===== src/rtl/threshold_run_detector_pkg.sv =====
// threshold_run_detector_pkg: shared FSM state type and width helper for the K-of-N run detector.
//   Contents: state_t (IDLE / ARMED / DETECTED), width_for(n) = bits needed to hold 0..n.
package threshold_run_pkg;

    typedef enum logic [1:0] {
        ST_IDLE,
        ST_ARMED,
        ST_DETECTED
    } state_t;

    function automatic int width_for(input int n);
        return $clog2(n + 1);
    endfunction

endpackage


===== src/rtl/threshold_run_detector_if.sv =====
// threshold_run_detector_if: sample/control bus and result bus of the run detector.
//   in_val  : sample valid           in     : NBITS sample vector
//   thresh  : hit threshold (CW)     clear  : return to IDLE, zero run
//   count   : popcount of last valid sample (CW)
//   hit     : count >= thresh of last valid sample
//   run     : consecutive-hit count, saturating at RUN_LEN (RW)
//   detect  : high while in DETECTED
//   master drives samples/control, slave (the detector) drives results.
interface threshold_run_detector_if
    import threshold_run_pkg::*;
#(
    parameter int NBITS   = 8,
    parameter int RUN_LEN = 3
);

    localparam int CW = width_for(NBITS);
    localparam int RW = width_for(RUN_LEN);

    logic             in_val;
    logic [NBITS-1:0] in;
    logic [CW-1:0]    thresh;
    logic             clear;
    logic [CW-1:0]    count;
    logic             hit;
    logic [RW-1:0]    run;
    logic             detect;

    modport master (
        output in_val, in, thresh, clear,
        input  count, hit, run, detect
    );

    modport slave (
        input  in_val, in, thresh, clear,
        output count, hit, run, detect
    );

endinterface


===== src/rtl/threshold_run_detector_popcount.sv =====
// popcount: combinational count of set bits in an NBITS-wide vector.
//   in_i    : NBITS input vector
//   count_o : number of ones in in_i, width $clog2(NBITS+1)
module popcount
    import threshold_run_pkg::*;
#(
    parameter int NBITS = 8
) (
    input  logic [NBITS-1:0]             in_i,
    output logic [width_for(NBITS)-1:0]  count_o
);

    localparam int CW = width_for(NBITS);

    always_comb begin
        count_o = '0;
        for (int i = 0; i < NBITS; i++)
            count_o = count_o + CW'(in_i[i]);
    end

endmodule


===== src/rtl/threshold_run_detector.sv =====
// threshold_run_detector: K-of-N detector flagging RUN_LEN consecutive valid samples with popcount >= thresh.
//   clk    : clock
//   reset  : synchronous, active-low reset
//   bus    : slave side of threshold_run_detector_if (samples in, count/hit/run/detect out)
module threshold_run_detector
    import threshold_run_pkg::*;
#(
    parameter int NBITS   = 8,
    parameter int RUN_LEN = 3
) (
    input logic                   clk,
    input logic                   reset,
    threshold_run_detector_if.slave bus
);

    localparam int CW = width_for(NBITS);
    localparam int RW = width_for(RUN_LEN);

    logic [CW-1:0] pop;
    logic          hit_now;
    logic [RW:0]   run_inc;
    logic [CW-1:0] count_q, count_d;
    logic          hit_q, hit_d;
    logic [RW-1:0] run_q, run_d;
    state_t        state_q, state_d;

    popcount #(.NBITS(NBITS)) u_popcount (
        .in_i    (bus.in),
        .count_o (pop)
    );

    assign hit_now = pop >= bus.thresh;
    // One extra bit so run+1 can be compared against RUN_LEN without wrapping.
    assign run_inc = {1'b0, run_q} + (RW+1)'(1);

    // Datapath next state; clear zeroes the run but a coincident sample still updates count/hit.
    always_comb begin
        count_d = bus.in_val ? pop : count_q;
        hit_d   = bus.in_val ? hit_now : hit_q;
        run_d   = bus.clear   ? '0 :
                  !bus.in_val ? run_q :
                  !hit_now    ? '0 :
                  (run_inc > (RW+1)'(RUN_LEN)) ? RW'(RUN_LEN) : run_inc[RW-1:0];
    end

    always_comb begin
        state_d = state_q;
        if (bus.clear)
            state_d = ST_IDLE;
        else if (bus.in_val)
            case (state_q)
                ST_IDLE:  if (hit_now) state_d = (RUN_LEN == 1) ? ST_DETECTED : ST_ARMED;
                ST_ARMED: if (!hit_now) state_d = ST_IDLE;
                          else if (run_inc == (RW+1)'(RUN_LEN)) state_d = ST_DETECTED;
                default:  state_d = state_q;
            endcase
    end

    always_ff @(posedge clk) begin
        if (!reset) begin
            state_q <= ST_IDLE;
            count_q <= '0;
            hit_q   <= 1'b0;
            run_q   <= '0;
        end else begin
            state_q <= state_d;
            count_q <= count_d;
            hit_q   <= hit_d;
            run_q   <= run_d;
        end
    end

    always_comb begin
        bus.count  = count_q;
        bus.hit    = hit_q;
        bus.run    = run_q;
        bus.detect = state_q == ST_DETECTED;
    end

endmodule


===== src/flat_wrapper.sv =====
// flat-port wrapper written by rule: the top's interface ports become plain ports
module threshold_run_detector_flat import threshold_run_pkg::*;
#(
    parameter int NBITS   = 8,
    parameter int RUN_LEN = 3
)
  (clk, reset, bus_in_val, bus_in, bus_thresh, bus_clear, bus_count, bus_hit, bus_run, bus_detect);
  threshold_run_detector_if #(.NBITS(NBITS), .RUN_LEN(RUN_LEN)) bus_i ();
  input logic clk;
  input logic reset;
  input wire logic [$bits(bus_i.in_val)-1:0] bus_in_val;
  input wire logic [$bits(bus_i.in)-1:0] bus_in;
  input wire logic [$bits(bus_i.thresh)-1:0] bus_thresh;
  input wire logic [$bits(bus_i.clear)-1:0] bus_clear;
  output wire logic [$bits(bus_i.count)-1:0] bus_count;
  output wire logic [$bits(bus_i.hit)-1:0] bus_hit;
  output wire logic [$bits(bus_i.run)-1:0] bus_run;
  output wire logic [$bits(bus_i.detect)-1:0] bus_detect;
  assign bus_i.in_val = bus_in_val;
  assign bus_i.in = bus_in;
  assign bus_i.thresh = bus_thresh;
  assign bus_i.clear = bus_clear;
  assign bus_count = bus_i.count;
  assign bus_hit = bus_i.hit;
  assign bus_run = bus_i.run;
  assign bus_detect = bus_i.detect;
  threshold_run_detector #(.NBITS(NBITS), .RUN_LEN(RUN_LEN)) u_core (.clk(clk), .reset(reset), .bus(bus_i));
endmodule

===== config.mk =====
export PLATFORM = sky130hd
export DESIGN_NAME = threshold_run_detector_flat
export DESIGN_NICKNAME = d
export VERILOG_FILES = /design/src/rtl/threshold_run_detector_pkg.sv /design/src/rtl/threshold_run_detector_if.sv /design/src/rtl/threshold_run_detector_popcount.sv /design/src/rtl/threshold_run_detector.sv /design/src/flat_wrapper.sv
export SDC_FILE = /design/constraint.sdc
export NUM_CORES = 1
export LEC_CHECK = 0
export CAP_MARGIN = 15
export CORE_AREA = 5 5 54 47
export CTS_CLUSTER_SIZE = 12
export DETAILED_ROUTE_END_ITERATION = 8
export DIE_AREA = 0 0 59 52
export GPL_TIMING_DRIVEN = 1
export PLACE_DENSITY = 0.69
export SLEW_MARGIN = 20
export SYNTH_ARGS = -nofsm -noshare
export SYNTH_HDL_FRONTEND = slang
export SYNTH_SLANG_ARGS = --single-unit

===== constraint.sdc =====
create_clock -name clk -period 5.7 [get_ports clk]
set_clock_uncertainty 0.05 [all_clocks]
set_input_delay 1.14 -clock clk [delete_from_list [all_inputs] [get_ports clk]]
set_output_delay 1.14 -clock clk [all_outputs]
set_load 0.02 [all_outputs]

==> impl_table.tex, run 1 <==
\begin{tabular}{lr}
\hline
Metric & Value \\
\hline
\multicolumn{2}{l}{\textbf{Critical path}} \\
FF-to-FF End & u\_core.state\_q[1] \\
Critical path launch point type & primary input \\
CP Capture Point & u\_core.bus.hit \\
Critical-path maximum fanout & 5 \\
Worst-case register-to-register setup slack & 4.76 ns \\
Critical path launch point & bus\_in[0] \\
Number of cells traversed by the worst register-to-register path & 4 \\
Arrival time at the worst endpoint & 4.79 ns \\
Classification of the worst setup path & primary input to flip-flop \\
Worst Setup End Kind & flip-flop \\
Endpoint required time on the critical path & 5.78 ns \\
Worst R2R Start & u\_core.bus.run[1] \\
\multicolumn{2}{l}{\textbf{Power and ir drop}} \\
Part of the total power dissipated in sequential elements & 0.327 \\
Total Power & 0.227 mW \\
Static leakage & 0.412 nW \\
Net switching power of the design & 0.0777 mW \\
Clock network fraction of total power & 0.209 \\
Internal power component & 0.150 mW \\
Peak ir drop on the vdd network & 0.180 mV \\
Net switching fraction of the power & 0.342 \\
Relative contribution of combinational cells to total power & 0.464 \\
Total power per unit cell area & 246 nW/um2 \\
\multicolumn{2}{l}{\textbf{Logic synthesis}} \\
Average size of a mapped cell & 9.34 um2 \\
Total nets after synthesis & 96 \\
Number of storage elements in the synthesis netlist & 9 \\
Fraction of the yosys area taken by sequential cells & 0.280 \\
Number of unique standard cell types used by synthesis & 22 \\
Gate count after technology mapping & 69 \\
Netlist Area Pre-Place & 644 um2 \\
Number of synthesis warnings & 0 \\
\multicolumn{2}{l}{\textbf{STA}} \\
Final number of max-transition violations & 0 \\
Worst-margin pin slew & 0.481 ns \\
Count of final setup violators & 0 \\
Min Tclk post-route & 4.71 ns \\
Setup repair after global routing missed its margin & false \\
Timing-limited maximum frequency & 213 MHz \\
Rel. slew slack & 0.678 \\
Hold slack & 0.429 ns \\
Final Hold Viols & 0 \\
Final period utilization & 0.826 \\
Total negative setup slack & 0 ns \\
Final Worst Setup Slack & 0.994 ns \\
\multicolumn{2}{l}{\textbf{Place}} \\
HPWL after detailed placement & 1150 um \\
Pre-CTS setup slack & 0.707 ns \\
Gpl congestion & 0.759 \\
Post-placement cell count & 116 \\
Port Buffer Count & 23 \\
Dpl cell area & 898 um2 \\
\multicolumn{2}{l}{\textbf{Drt}} \\
Final routed wire length divided by cell count & 11.2 um \\
Number of optimization iterations in the first detailed-route pass & 3 \\
Detailed-routed wire length on met2 & 659 um \\
Routed length on met3 & 74 um \\
Avg Vias per Cell & 4.53 \\
Routed metal-1 wire length & 584 um \\
Remaining DRCs & 0 \\
Post-route antenna net violation count & 0 \\
Top routing layer in use & met4 \\
Number of design-rule violations left by the first detailed-router iteration & 6 \\
Vias post-DR & 543 \\
Total Routed Length & 1340 um \\
\multicolumn{2}{l}{\textbf{Final layout}} \\
Commonest cells after routing, fill and taps aside & clkdlybuf4s50\_1, inv\_1, dfxtp\_1, ha\_1, nor2b\_1 \\
Area of all placed cells without fillers & 925 um2 \\
Antenna diode count & 0 \\
Most common cell after layout, fill and taps aside & clkdlybuf4s50\_1 \\
Post-synthesis to final-layout area growth & 43.5\% \\
Share of the core filled with cells in the final layout & 0.465 \\
Final Non-Filler Cells & 120 \\
Fraction of layout cells with a size suffix above 1 & 0.0632 \\
Nets & 123 \\
\multicolumn{2}{l}{\textbf{Run}} \\
Max-cap violations & 0 \\
\multicolumn{2}{l}{\textbf{Global route}} \\
Antenna violations before repair & 0 \\
Largest net degree at the start of global routing & 13 \\
Vias in the first global route & 544 \\
Overall global routing resource usage & 0.0928 \\
Final global-route overflow total & 0 \\
Wire length of the first global-routing pass & 2170 um \\
\multicolumn{2}{l}{\textbf{Clock tree}} \\
Clock Latency Late Sink & 0.26 ns \\
Post CTS Setup Buffer Count & 0 \\
Number of buffers created by CTS & 3 \\
TritonCTS clock tree & done \\
Maximum buffer depth of the clock tree & 2 \\
Level count of the clock H-tree & 1 \\
Cells resized by post-CTS repair & 0 \\
Clock slew at reported path FFs & 0.06 ns \\
Library cell used as clock root buffer & clkbuf\_4 \\
Sinks on the clock net & 9 \\
Number of buffers added to fix hold violations after cts & 0 \\
\multicolumn{2}{l}{\textbf{Die}} \\
Total number of placement rows & 15 \\
Core ar. & 1990 um2 \\
Area of the die & 3070 um2 \\
I/O pin cnt & 24 \\
Initial Util & 0.324 \\
Horizontal die dimension & 59 um \\
Die Ht & 52 um \\
\multicolumn{2}{l}{\textbf{Hold path}} \\
Worst Hold Class & flip-flop to flip-flop \\
\multicolumn{2}{l}{\textbf{Run status}} \\
Result of the run & finished clean \\
\hline
\end{tabular}
==> kinds of logic (layout without fill, tap and decap cells) <==
family / after synthesis / count (layout) / synth area share
buffers and inverters: 14 / 40 / 0.0874
adders and majority gates: 11 / 11 / 0.260
xor gates and xnor gates: 1 / 1 / 0.0136
muxes: 4 / 4 / 0.0621
AOI/OAI and AO/OA: 10 / 10 / 0.118
DFF: 9 / 9 / 0.280
and+or+nand+nor: 20 / 20 / 0.179
==> critical path: stages <==
cell             delay, ns
clkdlybuf4s50_1       0.43
fa_1                  0.54
inv_1                 0.05
fa_1                  0.45
fa_1                  0.49
inv_1                 0.04
ha_1                  0.20
fa_1                  0.38
xor2_1                0.24
ha_1                  0.27
o21a_1                0.18
o2bb2ai_2             0.23
o21ai_0               0.14
==> power groups by stage <==
stage | clock [mW] | combinational, mW | sequential [mW]
2_1_floorplan | 0 | 0.0609 | 0.0830
3_3_place_gp | 0 | 0.105 | 0.0755
3_5_place_dp | 0 | 0.107 | 0.0757
4_1_cts | 0.0498 | 0.107 | 0.0744
5_1_grt | 0.0529 | 0.119 | 0.0756
6_report | 0.0475 | 0.105 | 0.0744
==> state kept, by name (all words and copies together) (netlist names) <==
signal            cells
u_core.bus.hit        1
u_core.bus.run        2
u_core.bus.count      4
u_core.state_q        2
==> metal layers <==
metal  vias to the layer above  global-route usage
li1                        280                   -
met1                       250               0.114
met2                        11               0.143
met3                         2              0.0323
met4                         0              0.0453
met5                         -                   0
==> synth_stat cells <==
master,number,area share
inv_1,13,0.076
dfxtp_1,9,0.28
ha_1,7,0.14
nor2b_1,6,0.058
fa_1,4,0.12
mux2i_1,4,0.062
nand2_1,3,0.017
nand2b_1,3,0.029
nand3_1,3,0.023
o21ai_0,3,0.023
a21oi_1,2,0.016
nand3b_1,2,0.023
a211oi_1,1,0.012
and2b_2,1,0.014
buf_4,1,0.012
nor2_1,1,0.0058
nor3_1,1,0.0078
o21a_1,1,0.012
o21ai_1,1,0.0078
o2bb2ai_2,1,0.023
o41ai_2,1,0.025
xor2_1,1,0.014
==> cell type report <==
cell class              instances  area [um2]
fillers                       202        1060
well taps                      25        31.3
clock buffers                   4        26.3
inverters                      13        48.8
flip-flops and latches          9         180
multi-input cells              46         408
repair buffers                 23         230
==> how the worst min path moves through the flow <==
stage / slack, ns / start / end / cells after the start
after floorplan: 0.38 / u_core.state_q[1] / u_core.state_q[1] / 2
after global placement: 0.41 / u_core.state_q[1] / u_core.state_q[1] / 2
after detailed placement: 0.41 / u_core.state_q[1] / u_core.state_q[1] / 2
after CTS: 0.43 / u_core.state_q[1] / u_core.state_q[1] / 2
after global routing: 0.45 / u_core.state_q[1] / u_core.state_q[1] / 2
final: 0.43 / u_core.state_q[1] / u_core.state_q[1] / 2
(Power assumes the default switching activity.)
==> inputs of run 2 (changes only) <==
- clock period: 5.7 -> 4.9 ns (I/O delays scaled with it)
==> impl_table.tex, run 2 (synthesis results as in run 1) <==
\begin{tabular}{lr}
\hline
Metric & Value \\
\hline
\multicolumn{2}{l}{\textbf{Run status}} \\
Result of the run & finished clean (unchanged) \\
\multicolumn{2}{l}{\textbf{Clock tree}} \\
Sinks on the clock net & 9 (unchanged) \\
Number of buffers added to fix hold violations after cts & 0 (unchanged) \\
Library cell used as clock root buffer & clkbuf\_4 (unchanged) \\
Clock Latency Late Sink & 0.26 ns (about the same) \\
Number of buffers created by CTS & 3 (unchanged) \\
Maximum buffer depth of the clock tree & 2 (unchanged) \\
Clock slew at reported path FFs & 0.06 ns (about the same) \\
Post CTS Setup Buffer Count & 0 (unchanged) \\
Cells resized by post-CTS repair & 0 (unchanged) \\
Level count of the clock H-tree & 1 (unchanged) \\
TritonCTS clock tree & done (unchanged) \\
\multicolumn{2}{l}{\textbf{Place}} \\
HPWL after detailed placement & 1100 um (was 1150 um) \\
Gpl congestion & 0.715 (was 0.759) \\
Port Buffer Count & 23 (unchanged) \\
Post-placement cell count & 116 (unchanged) \\
\multicolumn{2}{l}{\textbf{Global route}} \\
Routing usage on met2 & 0.123 (was 0.143) \\
Final global-route overflow total & 0 (unchanged) \\
Antenna violations before repair & 0 (unchanged) \\
Gr busiest metal & met1 (was met2) \\
Wire length of the first global-routing pass & 2160 um (was 2170 um) \\
GR met1 Demand/Resource & 0.134 (was 0.114) \\
Overall global routing resource usage & 0.0952 (was 0.0928) \\
Largest net degree at the start of global routing & 13 (unchanged) \\
Global routing met3 resource utilization & 0.0447 (was 0.0323) \\
Vias in the first global route & 452 (was 544) \\
\multicolumn{2}{l}{\textbf{Critical path}} \\
Total buffers and inverters traversed by the critical path & 3 (unchanged) \\
Endpoint required time on the critical path & 4.99 ns (was 5.78 ns) \\
Gate family responsible for the most delay along the worst path & adder cells (unchanged) \\
Critical-path cell list & clkdlybuf4s50\_1, fa\_1, inv\_1, fa\_1, fa\_1, inv\_1, ha\_1, fa\_1, xor2\_1, ha\_1, o21a\_1, o2bb2ai\_2, o21ai\_0 (unchanged) \\
Classification of the worst setup path & primary input to flip-flop (unchanged) \\
Crit path largest cell delay & 0.55 ns (was 0.54 ns) \\
Critical path launch point type & primary input (unchanged) \\
Slowest stage cell on the critical path & fa\_1 (unchanged) \\
Critical-path maximum fanout & 5 (unchanged) \\
Worst Setup End Kind & flip-flop (unchanged) \\
Arrival time at the worst endpoint & 4.71 ns (was 4.79 ns) \\
Top cell by count, worst path & fa\_1 (unchanged) \\
\multicolumn{2}{l}{\textbf{STA}} \\
Final number of max-transition violations & 0 (unchanged) \\
Final Hold Viols & 0 (unchanged) \\
Total negative setup slack & 0 ns (unchanged) \\
Final period utilization & 0.941 \\
Min Tclk post-route & 4.61 ns \\
Worst-margin pin slew & 0.477 ns (was 0.481 ns) \\
Hold slack & 0.438 ns (was 0.429 ns) \\
Count of final setup violators & 0 (unchanged) \\
Setup repair after global routing missed its margin & false (unchanged) \\
Timing-limited maximum frequency & 217 MHz \\
Rel. slew slack & 0.681 (was 0.678) \\
\multicolumn{2}{l}{\textbf{Die}} \\
Horizontal die dimension & 59 um (unchanged) \\
I/O pin cnt & 24 (unchanged) \\
Initial Util & 0.324 (unchanged) \\
Area of the die & 3070 um2 (unchanged) \\
Core ar. & 1990 um2 (unchanged) \\
Die Ht & 52 um (unchanged) \\
Total number of placement rows & 15 (unchanged) \\
\multicolumn{2}{l}{\textbf{Drt}} \\
Number of design-rule violations left by the first detailed-router iteration & 10 (was 6) \\
Post-route antenna net violation count & 0 (unchanged) \\
Total Routed Length & 1340 um (about the same) \\
Vias post-DR & 518 (was 543) \\
Remaining DRCs & 0 (unchanged) \\
Final routed wire length divided by cell count & 11.2 um (about the same) \\
Avg Vias per Cell & 4.32 (was 4.53) \\
Number of optimization iterations in the first detailed-route pass & 4 (was 3) \\
\multicolumn{2}{l}{\textbf{Final layout}} \\
Antenna diode count & 0 (unchanged) \\
Post-synthesis to final-layout area growth & 43.5\% (unchanged) \\
Nets & 123 (unchanged) \\
FILL cells & 202 (unchanged) \\
Fraction of layout cells with a size suffix above 1 & 0.0632 (unchanged) \\
Most common cell after layout, fill and taps aside & clkdlybuf4s50\_1 (unchanged) \\
Commonest cells after routing, fill and taps aside & clkdlybuf4s50\_1, inv\_1, dfxtp\_1, ha\_1, nor2b\_1 (unchanged) \\
Flip-flop count of the largest register after layout & 4 (unchanged) \\
Final Non-Filler Cells & 120 (unchanged) \\
\multicolumn{2}{l}{\textbf{Run}} \\
Max-cap violations & 0 (unchanged) \\
\multicolumn{2}{l}{\textbf{Power and ir drop}} \\
Peak ir drop on the vdd network & 0.205 mV (was 0.180 mV) \\
Static leakage & 0.412 nW (unchanged) \\
Total power per unit cell area & 290 nW/um2 (was 246 nW/um2) \\
\multicolumn{2}{l}{\textbf{Hold path}} \\
Worst Hold Class & flip-flop to flip-flop (unchanged) \\
\hline
\end{tabular}
[run 2: cell counts in the layout (fill, tap and decap cells not counted)]
No cell type changed its count.
[run 2: final cells by class]
cell class                      instances  area (um2)  share of cell area
Inverter                               13        48.8              0.0528
Timing Repair Buffer                   23         230               0.249
Tap cell                               25        31.3              0.0338
Sequential cell                         9         180               0.195
Multi-Input combinational cell         46         408               0.441
Clock buffer                            4        26.3              0.0284
[run 2: tightest hold or removal path: stages, from the launching register on]
cell and delay (ns):
dfxtp_1 0.32, nand2_1 0.06, o21ai_0 0.07
[run 2: final timing paths]
check	end	depth (start not counted)	slack, ns	startpoint
max reg2reg	u_core.state_q[1]	4	3.93	u_core.bus.run[1]
min	u_core.state_q[1]	2	0.44	u_core.state_q[1]
min reg2reg	u_core.state_q[1]	2	0.44	u_core.state_q[1]
max	u_core.state_q[1]	13	0.29	bus_in[0]
[run 2: stage by stage]
step | cell area (um2) | worst slack [ns] | utilization | total power, mW
after floorplan | 644 | 0.752 | - | 0.167
after detailed placement | 898 | -0.00290 | 0.452 | 0.213
after global placement | 898 | 0.0639 | 0.452 | 0.208
after global routing | 925 | 0.0891 | 0.465 | 0.292
after CTS | 925 | 0.259 | 0.465 | 0.272
final | 925 | 0.288 | 0.465 | 0.268
[run 2: power breakdown]
group / internal (mW) / total (mW) / switching [mW] / leakage [nW]
logic: 0.0610 / 0.123 / 0.0617 / 0.324
registers: 0.0814 / 0.0863 / 0.00484 / 0.0733
clock network: 0.0315 / 0.0587 / 0.0272 / 0.0150
total: 0.174 / 0.268 / 0.0938 / 0.412
[run 2: per-layer routing]
| layer | up-vias | routed length (um) |
|---|---|---|
| met5 | - | 0 |
| met4 | 0 | 12 |
| met3 | 2 | 81 |
| met2 | 13 | 603 |
| met1 | 226 | 645 |
| li1 | 277 | - |
